### src/rtl/div_nr_32_pkg.sv
// Shared definitions for the non-restoring divider: FSM state encoding and default width.
// Latency: n/a (declarations only).
// Backpressure: n/a.
package div_nr_32_pkg;

    localparam int DEFAULT_WIDTH = 32;

    // IDLE -> PREP -> ITER (xWIDTH) -> FIX -> DONE -> IDLE
    typedef enum logic [2:0] {
        ST_IDLE = 3'd0,
        ST_PREP = 3'd1,
        ST_ITER = 3'd2,
        ST_FIX  = 3'd3,
        ST_DONE = 3'd4
    } div_state_t;

endpackage

### src/rtl/div_nr_32_addsub.sv
// Combinational N-bit ripple add/subtract: y = sub ? a - b : a + b (two's complement).
// Latency: 0 cycles (pure combinational).
// Backpressure: none.
//
// Ports:
//   a, b : N-bit operands
//   sub  : 1 selects a - b (b inverted, carry-in 1); 0 selects a + b
//   y    : N-bit result, carry-out discarded (callers size N so the true result fits)
module addsub_nr #(
    parameter int N = 33
) (
    input  logic [N-1:0] a,
    input  logic [N-1:0] b,
    input  logic         sub,
    output logic [N-1:0] y
);

    logic [N-1:0] bx;
    logic [N-1:0] c;

    assign bx   = b ^ {N{sub}};
    assign c[0] = sub;

    // One full-adder cell per bit; the carry out of the top cell is never needed.
    for (genvar i = 0; i < N; i++) begin : g_fa
        assign y[i] = a[i] ^ bx[i] ^ c[i];
        if (i < N - 1) begin : g_carry
            assign c[i+1] = (a[i] & bx[i]) | (c[i] & (a[i] ^ bx[i]));
        end
    end

endmodule

### src/rtl/div_nr_32.sv
// Multi-cycle signed/unsigned non-restoring divider, one quotient bit per clock.
// Latency: start accepted at edge k -> done high after edge k+WIDTH+2; divide-by-zero after edge k+2.
// Backpressure: start only sampled in IDLE; ignored while busy or during the done cycle.
//
// Ports:
//   clock, clear            : clock and asynchronous active-high reset
//   start, dividend, divisor: request and operands, captured on the accepting edge
//   busy                    : high in PREP, ITER and FIX
//   done                    : one-cycle pulse; quotient/remainder/div_by_zero valid from then on
//   quotient, remainder     : registered results, held until the next done
//   div_by_zero             : registered flag, held until the next done
module div_nr_32
    import div_nr_32_pkg::*;
#(
    parameter int WIDTH  = DEFAULT_WIDTH,
    parameter bit SIGNED = 1'b1
) (
    input  logic             clock,
    input  logic             clear,
    input  logic             start,
    input  logic [WIDTH-1:0] dividend,
    input  logic [WIDTH-1:0] divisor,
    output logic             busy,
    output logic             done,
    output logic [WIDTH-1:0] quotient,
    output logic [WIDTH-1:0] remainder,
    output logic             div_by_zero
);

    localparam int            CW        = $clog2(WIDTH) + 1;
    localparam logic [CW-1:0] LAST_STEP = CW'(WIDTH - 1);

    div_state_t       state;
    logic [WIDTH-1:0] a_q;       // raw dividend as captured
    logic [WIDTH-1:0] b_q;       // raw divisor as captured
    logic [WIDTH-1:0] q_r;       // dividend magnitude shifting out, quotient bits shifting in
    logic [WIDTH:0]   p_r;       // signed partial remainder, one guard bit
    logic [WIDTH:0]   d_r;       // divisor magnitude, zero-extended
    logic [CW-1:0]    count;
    logic             sign_q;
    logic             sign_r;
    logic             dz_r;

    // Operand magnitudes. -x of the most negative value wraps to itself, which is the
    // correct unsigned magnitude 2^(WIDTH-1).
    logic             a_neg;
    logic             b_neg;
    logic [WIDTH-1:0] a_abs;
    logic [WIDTH-1:0] b_abs;

    assign a_neg = SIGNED & a_q[WIDTH-1];
    assign b_neg = SIGNED & b_q[WIDTH-1];
    assign a_abs = a_neg ? -a_q : a_q;
    assign b_abs = b_neg ? -b_q : b_q;

    // One adder serves both the iteration step (on the shifted remainder) and the final
    // correction in FIX (on the unshifted remainder, always an add).
    logic [WIDTH:0] p_sh;
    logic [WIDTH:0] as_a;
    logic [WIDTH:0] as_y;
    logic           as_sub;

    assign p_sh   = {p_r[WIDTH-1:0], q_r[WIDTH-1]};
    assign as_a   = (state == ST_FIX) ? p_r : p_sh;
    assign as_sub = (state == ST_ITER) & ~p_r[WIDTH];

    addsub_nr #(
        .N (WIDTH + 1)
    ) u_addsub (
        .a   (as_a),
        .b   (d_r),
        .sub (as_sub),
        .y   (as_y)
    );

    // Result shaping in FIX: restore a negative remainder, then apply signs.
    logic [WIDTH-1:0] r_mag;
    logic [WIDTH-1:0] q_res;
    logic [WIDTH-1:0] r_res;

    assign r_mag = p_r[WIDTH] ? as_y[WIDTH-1:0] : p_r[WIDTH-1:0];
    assign q_res = sign_q ? -q_r : q_r;
    assign r_res = sign_r ? -r_mag : r_mag;

    always_ff @(posedge clock or posedge clear) begin
        if (clear) begin
            state       <= ST_IDLE;
            a_q         <= '0;
            b_q         <= '0;
            q_r         <= '0;
            p_r         <= '0;
            d_r         <= '0;
            count       <= '0;
            sign_q      <= 1'b0;
            sign_r      <= 1'b0;
            dz_r        <= 1'b0;
            busy        <= 1'b0;
            done        <= 1'b0;
            quotient    <= '0;
            remainder   <= '0;
            div_by_zero <= 1'b0;
        end else begin
            busy <= 1'b0;
            done <= 1'b0;
            case (state)
                ST_IDLE: begin
                    if (start) begin
                        a_q   <= dividend;
                        b_q   <= divisor;
                        busy  <= 1'b1;
                        state <= ST_PREP;
                    end
                end
                ST_PREP: begin
                    sign_q <= a_neg ^ b_neg;
                    sign_r <= a_neg;
                    q_r    <= a_abs;
                    d_r    <= {1'b0, b_abs};
                    p_r    <= '0;
                    count  <= '0;
                    dz_r   <= (b_q == '0);
                    busy   <= 1'b1;
                    // A zero divisor skips the iterations; FIX still registers the
                    // outputs so every result leaves through the same output stage.
                    state  <= (b_q == '0) ? ST_FIX : ST_ITER;
                end
                ST_ITER: begin
                    p_r   <= as_y;
                    q_r   <= {q_r[WIDTH-2:0], ~as_y[WIDTH]};
                    count <= count + CW'(1);
                    busy  <= 1'b1;
                    if (count == LAST_STEP) begin
                        state <= ST_FIX;
                    end
                end
                ST_FIX: begin
                    if (dz_r) begin
                        quotient    <= '1;
                        remainder   <= a_q;
                        div_by_zero <= 1'b1;
                    end else begin
                        quotient    <= q_res;
                        remainder   <= r_res;
                        div_by_zero <= 1'b0;
                    end
                    done  <= 1'b1;
                    state <= ST_DONE;
                end
                ST_DONE: begin
                    state <= ST_IDLE;
                end
                default: begin
                    state <= ST_IDLE;
                end
            endcase
        end
    end

endmodule

### config.mk
export PLATFORM = sky130hd
export DESIGN_NAME = div_nr_32
export DESIGN_NICKNAME = d
export VERILOG_FILES = /design/src/rtl/div_nr_32_pkg.sv /design/src/rtl/div_nr_32_addsub.sv /design/src/rtl/div_nr_32.sv
export SDC_FILE = /design/constraint.sdc
export NUM_CORES = 1
export LEC_CHECK = 0
export ABC_AREA = 1
export ABC_CLOCK_PERIOD_IN_PS = 13400
export CORE_ASPECT_RATIO = 2
export CORE_UTILIZATION = 35
export DETAILED_ROUTE_END_ITERATION = 10
export MAX_ROUTING_LAYER = met4
export SYNTH_ARGS = -nofsm -noshare
export SYNTH_HDL_FRONTEND = slang
export SYNTH_SLANG_ARGS = --single-unit
### constraint.sdc
create_clock -name clock -period 13.4 [get_ports clock]
set_input_delay 3.35 -clock clock [delete_from_list [all_inputs] [get_ports clock]]
set_output_delay 3.35 -clock clock [all_outputs]
set_load 0.01 [all_outputs]
==> qor.txt <==
first-pass GRT wire length: 71400 um
core area: 41100 sq um
Mapped Area: 14700 sq um
fillers: 4225
share of the synthesized area in the top cell type: 40.9%
Final Skew: 0.0104 ns
post-synthesis xor/xnor area fraction: 5.19%
CTS Buffer Depth: 3
RSZ-0062 raised after global routing: false
initial antenna violation count: 0
Pins Over Slew Limit: 0
Synth Area in Simple Gates: 25.0%
part of the cycle the worst path needs: 96.8%
largest net degree at the start of global routing: 118
Avg Cell Area, Syn: 7.49 sq um
RePlAce Congestion: 0.950
# H-tree levels: 1
main combinational cell family by area after synthesis: simple AND/OR/NAND/NOR gates
static leakage: 8.21 nW
Critical Path Source Type: flop
Die Height: 292 um
DRC viols: 0
CP Data Required Time: 13.80 ns
Total Power: 0.00483 W
TritonCTS clock tree: yes
grt ovf: 0
Iter 0 DRT Violations: 642
commonest cells after routing, fill and taps aside: 458 x nand2_1, 243 x inv_1, 239 x dfrtp_1
critical path's slowest cell: dfrtp_1
CTS Root Cell: clkbuf_16
final HPWL from detailed placement: 34300 um
EDFF count, synth: 0
area delta synth->final: 19.1%
fin crit period: 12.98 ns
FP Rows: 105
most common flop cell mapped by yosys: dfrtp_1
worst r2r src: state[0]
Synth area leader: dfrtp_1
crit path max fanout: 3
# IOs: 134
n_diodes: 0
Horiz. Die Dim: 147 um
Crit Path Category: flop to flop
Final Util: 42.5%
synthesized net count: 2062
Seq cells post-synth: 240
Area contributors post-synth: dfrtp_1 41%, nand2_1 12%, inv_1 6.2%, nor2_1 5.1%, fa_1 4.2%
buffers added on ports: 133
register area share after synthesis: 40.9%
per-cell routed wire length: 17.2 um
Overall Global Routing Usage: 22.0%
DIE AREA: 42800 sq um
vias in the first global route: 13300
Compound-Gate Fraction of Synth Area: 14.8%
Synth Instances: 1959
most common cell after layout, fill and taps aside: nand2_1
Final Non-Filler Cells: 2623
clk slew on worst S/H paths: 0.06 ns
status: complete, no violations
via count: 13200
via/cell ratio: 5.04
First-pass DRT Iterations: 6
mux cell area share after synthesis: 0.307%
WP data arrival: 13.38 ns
starting density of the core: 35.7%
worst-margin pin slew: 0.952 ns
synth warn: 0
CTS Buf Count: 24
most used cell, CP: fa_2
crit path launch: state[0]
crit end category: flop
min-delay src: remainder[27]
total wire length: 45200 um
worst rel slew slack: 36.5%
Tightest Hold Check Type: flop to flop
Clock Sink Count: 240
Placed Cells incl. Taps: 2580
clk_lat worst skew: 0.55 ns
Cell variety after synth: 51
asr flop ratio synth: 100%
final setup fails: 0
layout cells sized above 1: 7.71%
final hold vios: 0
Pwr Density: 276 nW/um^2
adder-cell share of the synthesized area: 4.66%
VDD IR max: 0.000110 V
f_max: 77.1 MHz
CP max stage delay: 0.41 ns
# nets final: 2175
DRT antenna net count: 0
maxcap violations: 0
[area by class of cell]
type                    instances  area (sq um)  share of cell area [%]
inverters                     251           952                    5.45
clock buffers                  33           686                    3.92
clock inverters                 9          75.1                   0.429
repair buffers                179          1680                    9.59
flip-flops and latches        240          6010                    34.4
well taps                     535           669                    3.83
multi-input cells            1376          7410                    42.4
[state kept, by name, summed over array words and instances, names as in the netlist]
register     count
b_q             32
a_q             32
sign_q           1
d_r             32
sign_r           1
count            6
state            3
dz_r             1
done             1
p_r             33
div_by_zero      1
q_r             32
remainder       32
quotient        32
busy             1
[power by group]
part | switching (W) | internal, W
Sequential | 0.000259 | 0.00107
Combinational | 0.00176 | 0.00107
Clock | 0.000298 | 0.000376
Total | 0.00232 | 0.00251
[per-layer routing]
metal  wire (um)  GRT usage, %  up-vias
met4        2260          10.9        0
met1       15800          21.0     6223
met5           0             -        -
met2       25800          43.5      326
met3        1350          1.59      116
li1            -             -     6553
[cells in the mapped netlist, drive strengths merged, types with 5 or more instances]
cell type  number
o31ai           6
a21oi         123
clkbuf         68
o22ai          43
ha              5
o211ai         11
xor2           63
inv           249
nor4            6
nand3b          6
a31oi          14
nand4          23
buf            24
xnor2          24
o21bai          7
fa             31
o221ai         22
o21ai         147
nor2          213
nor3           17
nand2         474
dfrtp         240
nand3         121
[logic make-up after synthesis]
| logic type | Yosys count |
|---|---|
| AOI/OAI and AO/OA | 382 |
| xor gates and xnor gates | 87 |
| adders and majority gates | 36 |
| buffers and inverters | 343 |
| DFF | 240 |
| muxes | 4 |
| and+or+nand+nor | 867 |
[worst paths after layout]
kind	endpoint	cells past startpoint	slack, ns
worst max-delay path	p_r[32]	43	0.42
min in group asynchronous	done	2	3.38
max in group asynchronous	remainder[23]	3	8.54
worst min register to register	remainder[27]	2	0.49
worst max register to register	p_r[32]	43	0.42
worst min-delay path	remainder[27]	2	0.49
[critical path, delay by kind of cell, from the launching register on]
kind,cells,cell delay (ns)
flip-flops,1,0.41
AO/OA/AOI/OAI,1,0.07
XOR/XNOR,3,0.51
adder cells (fa/ha/maj),31,11.11
buffers and inverters,4,0.37
AND/OR/NAND/NOR,4,0.34
[stage by stage]
step	setup slack, ns	hold slack [ns]	TNS (ns)	cell area [sq um]
6_report	0.424	0.488	0	17500
5_1_grt	0.0218	0.499	0	17500
4_1_cts	0.0166	0.489	0	17400
3_5_place_dp	-0.527	0.474	-2.18	16700
3_3_place_gp	-0.428	0.471	-1.63	16700
2_1_floorplan	0.0170	0.445	0	14700
[what timing repair did]
item	CTS	global route
pin swaps	0	1
hold buffers	0	0
endpoints found under the setup margin	5	5
cloned	0	0
buffers inserted	0	1
gates resized for setup	13	11
hold endpoints to repair	0	0
Note: power is estimated with default switching activity, not from simulation.
